$ cat src/rtl/vlex_pkg.sv
// Shared definitions for the Verilog character lexer: token kinds, FSM states
// and the two-character operator codes handed to the parser.
package vlex_pkg;

   localparam logic [2:0] TK_IDENT  = 3'd1;
   localparam logic [2:0] TK_NUMBER = 3'd2;
   localparam logic [2:0] TK_OP     = 3'd3;
   localparam logic [2:0] TK_EOF    = 3'd4;
   localparam logic [2:0] TK_ERROR  = 3'd5;

   typedef enum logic [2:0] {
      ST_IDLE    = 3'd0,
      ST_IDENT   = 3'd1,
      ST_NUM     = 3'd2,
      ST_OP      = 3'd3,
      ST_COMMENT = 3'd4
   } state_t;

   localparam int unsigned HASH_MUL = 31;

   localparam logic [7:0] CH_LF    = 8'h0A;
   localparam logic [7:0] CH_SLASH = 8'h2F;
   localparam logic [7:0] CH_UNDER = 8'h5F;

   // Operator codes are {second char, first char}
   localparam logic [15:0] OPC_SHL  = 16'h3C3C;
   localparam logic [15:0] OPC_SHR  = 16'h3E3E;
   localparam logic [15:0] OPC_LE   = 16'h3D3C;
   localparam logic [15:0] OPC_GE   = 16'h3D3E;
   localparam logic [15:0] OPC_EQ   = 16'h3D3D;
   localparam logic [15:0] OPC_NE   = 16'h3D21;
   localparam logic [15:0] OPC_LAND = 16'h2626;
   localparam logic [15:0] OPC_LOR  = 16'h7C7C;
   localparam logic [15:0] OPC_INC  = 16'h2B2B;
   localparam logic [15:0] OPC_DEC  = 16'h2D2D;
   localparam logic [15:0] OPC_POW  = 16'h2A2A;

endpackage

$ cat src/rtl/vlex_char_class.sv
// Combinational character classifier; also recognises two-character operators
// formed by a held first character and the current character.
module vlex_char_class
   import vlex_pkg::*;
(
   input  logic [7:0] char_i,
   input  logic [7:0] c0_i,
   output logic       is_space_o,
   output logic       is_ident_start_o,
   output logic       is_ident_o,
   output logic       is_digit_o,
   output logic       is_punct_o,
   output logic       is_eos_o,
   output logic       is_bad_o,
   output logic       pair_ok_o
);

   logic alpha;

   always_comb begin
      alpha            = (char_i >= 8'h41 && char_i <= 8'h5A) || (char_i >= 8'h61 && char_i <= 8'h7A);
      is_digit_o       = (char_i >= 8'h30 && char_i <= 8'h39);
      is_ident_start_o = alpha || (char_i == CH_UNDER) || (char_i == 8'h24);
      is_ident_o       = is_ident_start_o || is_digit_o;
      is_space_o       = (char_i == 8'h20) || (char_i == 8'h09) || (char_i == 8'h0D) || (char_i == CH_LF);
      is_eos_o         = (char_i == 8'h00);
      is_punct_o       = (char_i >= 8'h21) && (char_i <= 8'h7E) && !is_ident_o;
      is_bad_o         = !is_eos_o && !is_space_o && ((char_i < 8'h20) || (char_i > 8'h7E));

      case ({char_i, c0_i})
         OPC_SHL, OPC_SHR, OPC_LE, OPC_GE, OPC_EQ, OPC_NE,
         OPC_LAND, OPC_LOR, OPC_INC, OPC_DEC, OPC_POW: pair_ok_o = 1'b1;
         default:                                      pair_ok_o = 1'b0;
      endcase
   end

endmodule

$ cat src/rtl/vlog_char_lexer.sv
// Byte-stream tokenizer feeding the Verilog parser: one classified token per
// output handshake, registered output, whole lexer stalls while the token slot is full.
module vlog_char_lexer
   import vlex_pkg::*;
#(
   parameter int VAL_W  = 32,
   parameter int LEN_W  = 6,
   parameter int LINE_W = 16
) (
   input  logic              clk,
   input  logic              rst_n,
   input  logic              in_valid,
   output logic              in_ready,
   input  logic [7:0]        in_char,
   output logic              tok_valid,
   input  logic              tok_ready,
   output logic [2:0]        tok_kind,
   output logic [VAL_W-1:0]  tok_value,
   output logic [LEN_W-1:0]  tok_len,
   output logic [LINE_W-1:0] tok_line
);

   state_t              state_q, state_d;
   logic [VAL_W-1:0]    acc_q, acc_d;
   logic [LEN_W-1:0]    len_q, len_d;
   logic [7:0]          c0_q, c0_d;
   logic [LINE_W-1:0]   tline_q, tline_d;
   logic [LINE_W-1:0]   line_q, line_d;
   logic                tvld_q, tvld_d;
   logic [2:0]          tkind_q;
   logic [VAL_W-1:0]    tval_q;
   logic [LEN_W-1:0]    tlen_q;
   logic [LINE_W-1:0]   tln_q;

   logic                is_space, is_ident_start, is_ident, is_digit;
   logic                is_punct, is_eos, is_bad, pair_ok;
   logic                free, go, consume, emit;
   logic [2:0]          e_kind;
   logic [VAL_W-1:0]    e_val;
   logic [LEN_W-1:0]    e_len;
   logic [LINE_W-1:0]   e_line;
   logic [3:0]          digit;
   logic [VAL_W+3:0]    prod;

   vlex_char_class u_class (
      .char_i           (in_char),
      .c0_i             (c0_q),
      .is_space_o       (is_space),
      .is_ident_start_o (is_ident_start),
      .is_ident_o       (is_ident),
      .is_digit_o       (is_digit),
      .is_punct_o       (is_punct),
      .is_eos_o         (is_eos),
      .is_bad_o         (is_bad),
      .pair_ok_o        (pair_ok)
   );

   function automatic logic [LEN_W-1:0] len_inc(input logic [LEN_W-1:0] l);
      return (&l) ? l : l + LEN_W'(1);
   endfunction

   assign free     = !tvld_q || tok_ready;
   assign go       = in_valid && free;
   assign in_ready = rst_n && free && consume;
   assign digit    = in_char[3:0];

   always_comb begin
      state_d = state_q;
      acc_d   = acc_q;
      len_d   = len_q;
      c0_d    = c0_q;
      tline_d = tline_q;
      consume = 1'b0;
      emit    = 1'b0;
      e_kind  = TK_EOF;
      e_val   = '0;
      e_len   = '0;
      e_line  = line_q;
      prod    = ({4'd0, acc_q} * (VAL_W+4)'(10)) + (VAL_W+4)'(digit);

      case (state_q)
         ST_IDLE: begin
            consume = is_space || is_ident_start || is_digit || is_punct || is_eos || is_bad;
            if (is_ident_start) begin
               state_d = ST_IDENT;
               acc_d   = VAL_W'(in_char);
               len_d   = LEN_W'(1);
               tline_d = line_q;
            end else if (is_digit) begin
               state_d = ST_NUM;
               acc_d   = VAL_W'(digit);
               len_d   = LEN_W'(1);
               tline_d = line_q;
            end else if (is_punct) begin
               state_d = ST_OP;
               c0_d    = in_char;
               tline_d = line_q;
            end else if (is_eos) begin
               emit    = 1'b1;
            end else if (!is_space) begin
               emit    = 1'b1;
               e_kind  = TK_ERROR;
               e_val   = VAL_W'(in_char);
               e_len   = LEN_W'(1);
            end
         end
         ST_IDENT: begin
            if (is_ident) begin
               consume = 1'b1;
               acc_d   = acc_q * VAL_W'(HASH_MUL) + VAL_W'(in_char);
               len_d   = len_inc(len_q);
            end else begin
               emit    = 1'b1;
               e_kind  = TK_IDENT;
               e_val   = acc_q;
               e_len   = len_q;
               e_line  = tline_q;
               state_d = ST_IDLE;
            end
         end
         ST_NUM: begin
            if (is_digit || in_char == CH_UNDER) begin
               consume = 1'b1;
               len_d   = len_inc(len_q);
               // Overflow pins the value at all-ones; any further digit overflows again
               if (is_digit)
                  acc_d = (prod[VAL_W+3:VAL_W] != 4'd0) ? '1 : prod[VAL_W-1:0];
            end else begin
               emit    = 1'b1;
               e_kind  = TK_NUMBER;
               e_val   = acc_q;
               e_len   = len_q;
               e_line  = tline_q;
               state_d = ST_IDLE;
            end
         end
         ST_OP: begin
            e_kind  = TK_OP;
            e_line  = tline_q;
            state_d = ST_IDLE;
            if (c0_q == CH_SLASH && in_char == CH_SLASH) begin
               consume = 1'b1;
               state_d = ST_COMMENT;
            end else if (pair_ok) begin
               consume = 1'b1;
               emit    = 1'b1;
               e_val   = VAL_W'({in_char, c0_q});
               e_len   = LEN_W'(2);
            end else begin
               emit    = 1'b1;
               e_val   = VAL_W'(c0_q);
               e_len   = LEN_W'(1);
            end
         end
         ST_COMMENT: begin
            if (in_char == CH_LF || is_eos) state_d = ST_IDLE;
            else                            consume = 1'b1;
         end
         default: state_d = ST_IDLE;
      endcase

      line_d = (consume && in_char == CH_LF) ? line_q + LINE_W'(1) : line_q;
      tvld_d = (go && emit) ? 1'b1 : (tok_ready ? 1'b0 : tvld_q);
   end

   always_ff @(posedge clk) begin
      if (!rst_n) begin
         state_q <= ST_IDLE;
         acc_q   <= '0;
         len_q   <= '0;
         c0_q    <= '0;
         tline_q <= '0;
         line_q  <= LINE_W'(1);
         tvld_q  <= 1'b0;
         tkind_q <= '0;
         tval_q  <= '0;
         tlen_q  <= '0;
         tln_q   <= '0;
      end else begin
         tvld_q <= tvld_d;
         if (go) begin
            state_q <= state_d;
            acc_q   <= acc_d;
            len_q   <= len_d;
            c0_q    <= c0_d;
            tline_q <= tline_d;
            line_q  <= line_d;
            if (emit) begin
               tkind_q <= e_kind;
               tval_q  <= e_val;
               tlen_q  <= e_len;
               tln_q   <= e_line;
            end
         end
      end
   end

   assign tok_valid = tvld_q;
   assign tok_kind  = tkind_q;
   assign tok_value = tval_q;
   assign tok_len   = tlen_q;
   assign tok_line  = tln_q;

endmodule

$ cat config.mk
export PLATFORM = sky130hd
export DESIGN_NAME = vlog_char_lexer
export DESIGN_NICKNAME = d
export VERILOG_FILES = /design/src/rtl/vlex_pkg.sv /design/src/rtl/vlex_char_class.sv /design/src/rtl/vlog_char_lexer.sv
export SDC_FILE = /design/constraint.sdc
export NUM_CORES = 1
export LEC_CHECK = 0
export ABC_CLOCK_PERIOD_IN_PS = 6900
export BUFFER_PORTS_ARGS = -buffer_cell sky130_fd_sc_hd__buf_4
export CAP_MARGIN = 20
export CORE_ASPECT_RATIO = 0.9
export CORE_MARGIN = 2
export CORE_UTILIZATION = 40
export CTS_BUF_LIST = sky130_fd_sc_hd__clkbuf_8
export CTS_CLUSTER_DIAMETER = 100
export DETAILED_ROUTE_END_ITERATION = 10
export PLACE_DENSITY = 0.61
export SKIP_CTS_REPAIR_TIMING = 1
export SYNTH_ARGS = -nofsm -noshare
export SYNTH_HDL_FRONTEND = slang
export SYNTH_SLANG_ARGS = --single-unit
$ cat constraint.sdc
create_clock -name clk -period 6.9 [get_ports clk]
set_input_delay 1.725 -clock clk [delete_from_list [all_inputs] [get_ports clk]]
set_output_delay 1.725 -clock clk [all_outputs]
set_load 0.05 [all_outputs]
; Yosys cells after proc, flatten, opt, wreduce, memory -nomap -nowiden
; Index checks and enable logic that the tools add are counted.
[word_totals]
ff_bits = 139
output_inout_bits = 59
input_bits = 12
[classes]
eq_ne = 31
bitwise_logic = 2
muxes = 73
add_sub_neg = 4
mul = 2
order_cmp = 10
n_reduce_logical = 48
[op_table]
columns = op, count
row1 = 2-to-1 mux 32 bit, 8
row2 = equality test 16 x 14 -> 1 bit (second input constant), 10
row3 = one-hot mux 32 bit (4 select lines), 1
row4 = 2-to-1 mux 16 bit, 7
row5 = one-hot mux 32 bit (3 select lines), 1
row6 = one-hot mux 16 bit (3 select lines), 1
row7 = 2-to-1 mux 6 bit, 7
row8 = 2-to-1 mux 8 bit, 5
row9 = adder 36 x 4 -> 36 bit, 1
row10 = multiplier 32 x 3 -> 35 bit (second input constant), 1
row11 = adder 32 x 8 -> 32 bit, 1
row12 = equality test 8 x 6 -> 1 bit (second input constant), 4
row13 = multiplier 32 x 5 -> 32 bit (second input constant), 1
row14 = 2-to-1 mux 3 bit, 9
row15 = 2-to-1 mux 1 bit, 26
row16 = equality test 8 x 4 -> 1 bit (second input constant), 3
row17 = <= comparator 8 x 7 -> 1 bit (second input constant), 3
row18 = one-hot mux 6 bit (4 select lines), 1
row19 = one-hot mux 6 bit (3 select lines), 1
row20 = adder 16 x 1 -> 16 bit (second input constant), 1
row21 = equality test 16 x 15 -> 1 bit (second input constant), 1
row22 = greater-or-equal comparator 8 x 6 -> 1 bit (second input constant), 2
row23 = greater-or-equal comparator 8 x 7 -> 1 bit (second input constant), 2
row24 = logical OR 1 bit, 16
row25 = 29 further kinds, 57

; Longest topological paths before layout
[depth]
word_depth = 14
mapped_depth = 20
ltp_nobuf = 19

; Modules after synthesis
; A second synthesis with hierarchy kept.
[unflattened]
hier_cells = 1573
area_unflattened_um2 = 13584.3
[by_module_without_submodules]
columns = module, area_per_inst_um2, instances, cells_per_inst
row1 = vlog_char_lexer, 13041.3, 1, 1501
row2 = vlex_char_class, 543.0, 1, 72

; Least setup slack after synthesis
; Ideal clock, no wire load.
[synth_path]
kind = input -> register
from = input port in_char[3]
to = register acc_q[31]
cell_stages = 20
slack_ns = 0.807
setup_ns = 0.070
t_arrival_ns = 6.023
required_time_ns = 6.830
cell_sequence = clkbuf_1 > inv_1 > fa_1 > inv_1 > ha_1 > inv_1 > fa_1 > inv_1 > ha_1 > a211oi_1 > nor2_1 > a2111o_1 > a221oi_1 > o31ai_1 > a21oi_1 > a21oi_1 > a31oi_1 > xnor2_1 > o31ai_1 > o2bb2ai_1
[synth_between]
elab_chain_len = 8
word_cells_on_any_way = 30
[synth_lines]
columns = element, line_no
row1 = from (decl), vlog_char_lexer.sv:14  ; input logic [7:0] in_char,
row2 = "parallel branches: the longest is 8 deep, another holds adder 36 x 4 -> 36 bit", --
row3 = to (signal assigned), vlog_char_lexer.sv:169  ; acc_q <= '0;
row4 = to (signal assigned), vlog_char_lexer.sv:183  ; acc_q <= acc_d;
row5 = to (decl), vlog_char_lexer.sv:24  ; logic [VAL_W-1:0] acc_q, acc_d;
; Several ways; the timed one is not identified. The select of a mux whose other input is x is not followed.
; A chain may end at the register's enable or synchronous reset.

; Worst setup path after layout
; Ends and elaborated chain as after synthesis.

==> flow_metrics.env <==
export IMPL_vias_per_cell=5.74
export IMPL_wl_met3_um=1690
export IMPL_r2r_cells=14
export IMPL_count_of_synthesis_stage_warnings_from_yosys=0
export IMPL_hold_depth=2
export IMPL_clkTransAtPathRegs_ps=80
export IMPL_layout_worst_path_cycle_share_pct=85.1
export IMPL_place_gp_congestion=0.946
export IMPL_post_synth_instance_area_sq_um=13000
export IMPL_cts_buffers=17
export IMPL_synth_ff_latch_count=139
export IMPL_setup_ws_ps=1030
export IMPL_report_final_hold_viol_count=0
export IMPL_grt_start_max_net_pins=51
export IMPL_area_fraction_in_compound_gates_after_synthesis_pct=21.2
export IMPL_area_delta_synth_final_pct=9.84
export IMPL_top_cell_type_by_total_area_after_synthesis="dfxtp_1"
export IMPL_tritoncts_clock_tree="yes"
export IMPL_finalSetupTns_ps=0
export IMPL_final_setup_viol_count=0
export IMPL_clock_insertion_delay_worst_skew_ps=480
export IMPL_final_design_area_no_fill_sq_um=14300
export IMPL_endpoint_kind="register"
export IMPL_r2r_end="acc_q[30]"
export IMPL_synth_mux_area_share_pct=2.01
export IMPL_port_buffer_count=70
export IMPL_transition_time_at_the_pin_with_the_least_slew_margin_ps=966
export IMPL_synth_top_family_by_area="adder cells"
export IMPL_synthXorXnorAreaFrac_pct=6.60
export IMPL_max_freq_ghz=0.170
export IMPL_grt_pass1_wl_um=60400
export IMPL_antenna_violating_nets_post_route=0
export IMPL_netlist_instances=1543
export IMPL_final_common_cell="dfxtp_1"
export IMPL_count_of_flip_flops_with_a_built_in_enable_after_synthesis=0
export IMPL_path_class="primary input to register"
export IMPL_slew_viol_final=0
export IMPL_antennaDiodeCount=0
export IMPL_global_route_overflow_total=0
export IMPL_initial_utilization_pct=40.7
export IMPL_critical_path_arrival_ps=6280
export IMPL_fin_skew_ps=11.9
export IMPL_cellLeakagePower_nw=6.37
export IMPL_wl_per_cell_um=18.3
export IMPL_placement_cell_area_sq_um=13900
export IMPL_vdd_ir_drop_max_v=0.000146
export IMPL_fraction_of_final_layout_cells_sized_beyond_drive_strength_1_pct=8.48
export IMPL_reg2reg_slack_ps=1600
export IMPL_hold_crit_endpoint="tok_value[22]"
export IMPL_synthAdderAreaFrac_pct=26.0
export IMPL_core_area_sq_um=32000
export IMPL_detailedRoute_firstIterationViolations=905
export IMPL_min_delay_path_class="register to register"
export IMPL_die_height_um=175
export IMPL_clock_sinks=139
export IMPL_worst_hold_startpoint="tok_value[22]"
export IMPL_die_area_sq_um=34000
export IMPL_clock_root_buffer="clkbuf_8"
export IMPL_detailed_placement_wirelength_estimate_um=27700
export IMPL_setup_worst_path_start="in_char[3]"
export IMPL_critPathMaxFanout=13
export IMPL_drt_pass1_iterations=5
export IMPL_period_minus_slack_ps=5870
export IMPL_yosysSeqAreaShare_pct=21.4
export IMPL_count_of_unique_library_cells_instantiated_by_yosys=74
export IMPL_synth_top_cell_area_share_pct=21.4
export IMPL_synth_area_per_cell_sq_um=8.43
export IMPL_first_global_vias=11000
export IMPL_routed_wirelength_um=36500
export IMPL_synth_area_leaders="dfxtp_1 21%, fa_1 14%, ha_1 12%"
export IMPL_pre_cts_slack_ps=543
export IMPL_drc_errors=0
export IMPL_power_density_nw_per_um2=207
export IMPL_wl_met2_um=16700
export IMPL_cts_max_path_buffers=2
export IMPL_post_synth_and_or_nand_nor_area_fraction_pct=17.6
export IMPL_layout_nets=1795
export IMPL_cp_start_kind="primary input"
export IMPL_groute_usage_overall_pct=22.0
export IMPL_layout_cells_most_common_list="139 x dfxtp_1, 131 x a21oi_1, 123 x ha_1"
export IMPL_outcome="complete, no violations"
export IMPL_routedLengthMet1_um=17400
export IMPL_maxCapViolations=0
export IMPL_worst_r2r_startpoint="acc_q[13]"
export IMPL_postLayoutCoreUtil_pct=44.7
export IMPL_top_layer="met4"
export IMPL_num_io_pins=71
export IMPL_grt_setup_unrepaired="no"
export IMPL_postSynth_asyncResetShare_pct=0
export IMPL_h_tree_depth=4
export IMPL_crit_required_ps=7310
export IMPL_syn_nets=1770
export IMPL_slew_limit_headroom_pct=35.2
export IMPL_ys_flop_type="dfxtp_1"
export IMPL_core_rowCount=62
export IMPL_fp_dieW_um=194
export IMPL_antenna_found_initial=0
export IMPL_routed_via_count=11500
[through the flow]
stage	total power [mW]	std cells	hold WS, ps
after detailed placement	2.32	1965	446
after CTS	2.98	1997	458
after global routing	3.18	1997	481
after global placement	2.30	1965	441
final	2.96	1997	454
after floorplan	1.95	1543	460
[power by group]
part           switching, mW  internal [mW]  leakage [nW]  total (mW)
sequential            0.0791          0.855          1.13       0.934
clock                  0.349          0.310         0.198       0.659
combinational          0.866          0.501          5.04        1.37
[layout make-up]
| class | instances | area (sq um) |
|---|---|---|
| Clock buffer | 20 | 275 |
| Clock inverter | 12 | 101 |
| Fill cell | 3233 | 17700 |
| Inverter | 97 | 364 |
| Multi-Input combinational cell | 1224 | 9580 |
| Sequential cell | 139 | 2780 |
| Tap cell | 416 | 520 |
| Timing Repair Buffer | 89 | 668 |
[synthesized netlist by cell type, types with 36 or more instances]
| library cell | number |
|---|---|
| o21ai_0 | 74 |
| xnor2_1 | 66 |
| inv_1 | 96 |
| clkbuf_1 | 71 |
| nand2_1 | 119 |
| a21oi_1 | 131 |
| nor3_1 | 36 |
| nor2_1 | 79 |
| fa_1 | 92 |
| ha_1 | 123 |
| nand3_1 | 77 |
| dfxtp_1 | 139 |
| nor2b_1 | 38 |
[worst max-delay path: stages]
cell and delay, ps:
buf_4 170, inv_1 150, fa_1 550, inv_1 40, ha_1 260, inv_1 50, fa_1 590, inv_1 70
ha_1 300, a211oi_1 200, nor2_1 120, a2111o_1 490, a221oi_1 390, o31ai_1 140, a21oi_1 230, a21oi_1 130
a31oi_1 210, xnor2_1 100, o31ai_1 230, o2bb2ai_1 130
[worst max path at each step]
stage               depth (start not counted)        end  slack [ps]
finish                                     20  acc_q[31]        1030
CTS                                        20  acc_q[31]        1050
global placement                           20  acc_q[31]         630
global route                               20  acc_q[30]         700
detailed placement                         20  acc_q[31]         540
floorplan                                  20  acc_q[31]         810
[registers in the layout, summed over array words and instances (netlist names), 6 cells and up]
register   cells
tok_line      16
acc_q         32
tok_len        6
tok_value     32
c0_q           8
len_q          6
tline_q       16
line_q        16
[routing by layer]
| metal | vias to the layer above | global-route usage [%] |
|---|---|---|
| met5 | - | 0 |
| met4 | 0 | 6.31 |
| met3 | 55 | 3.42 |
| met2 | 289 | 34.8 |
| met1 | 5566 | 31.0 |
| li1 | 5561 | - |
[cell families after synthesis]
logic type,after synthesis
mux,26
xor+xnor,98
simple gates,458
fa+ha+maj,215
flops,139
compound gates,427
buf+inv,180
(Power assumes the default switching activity.)
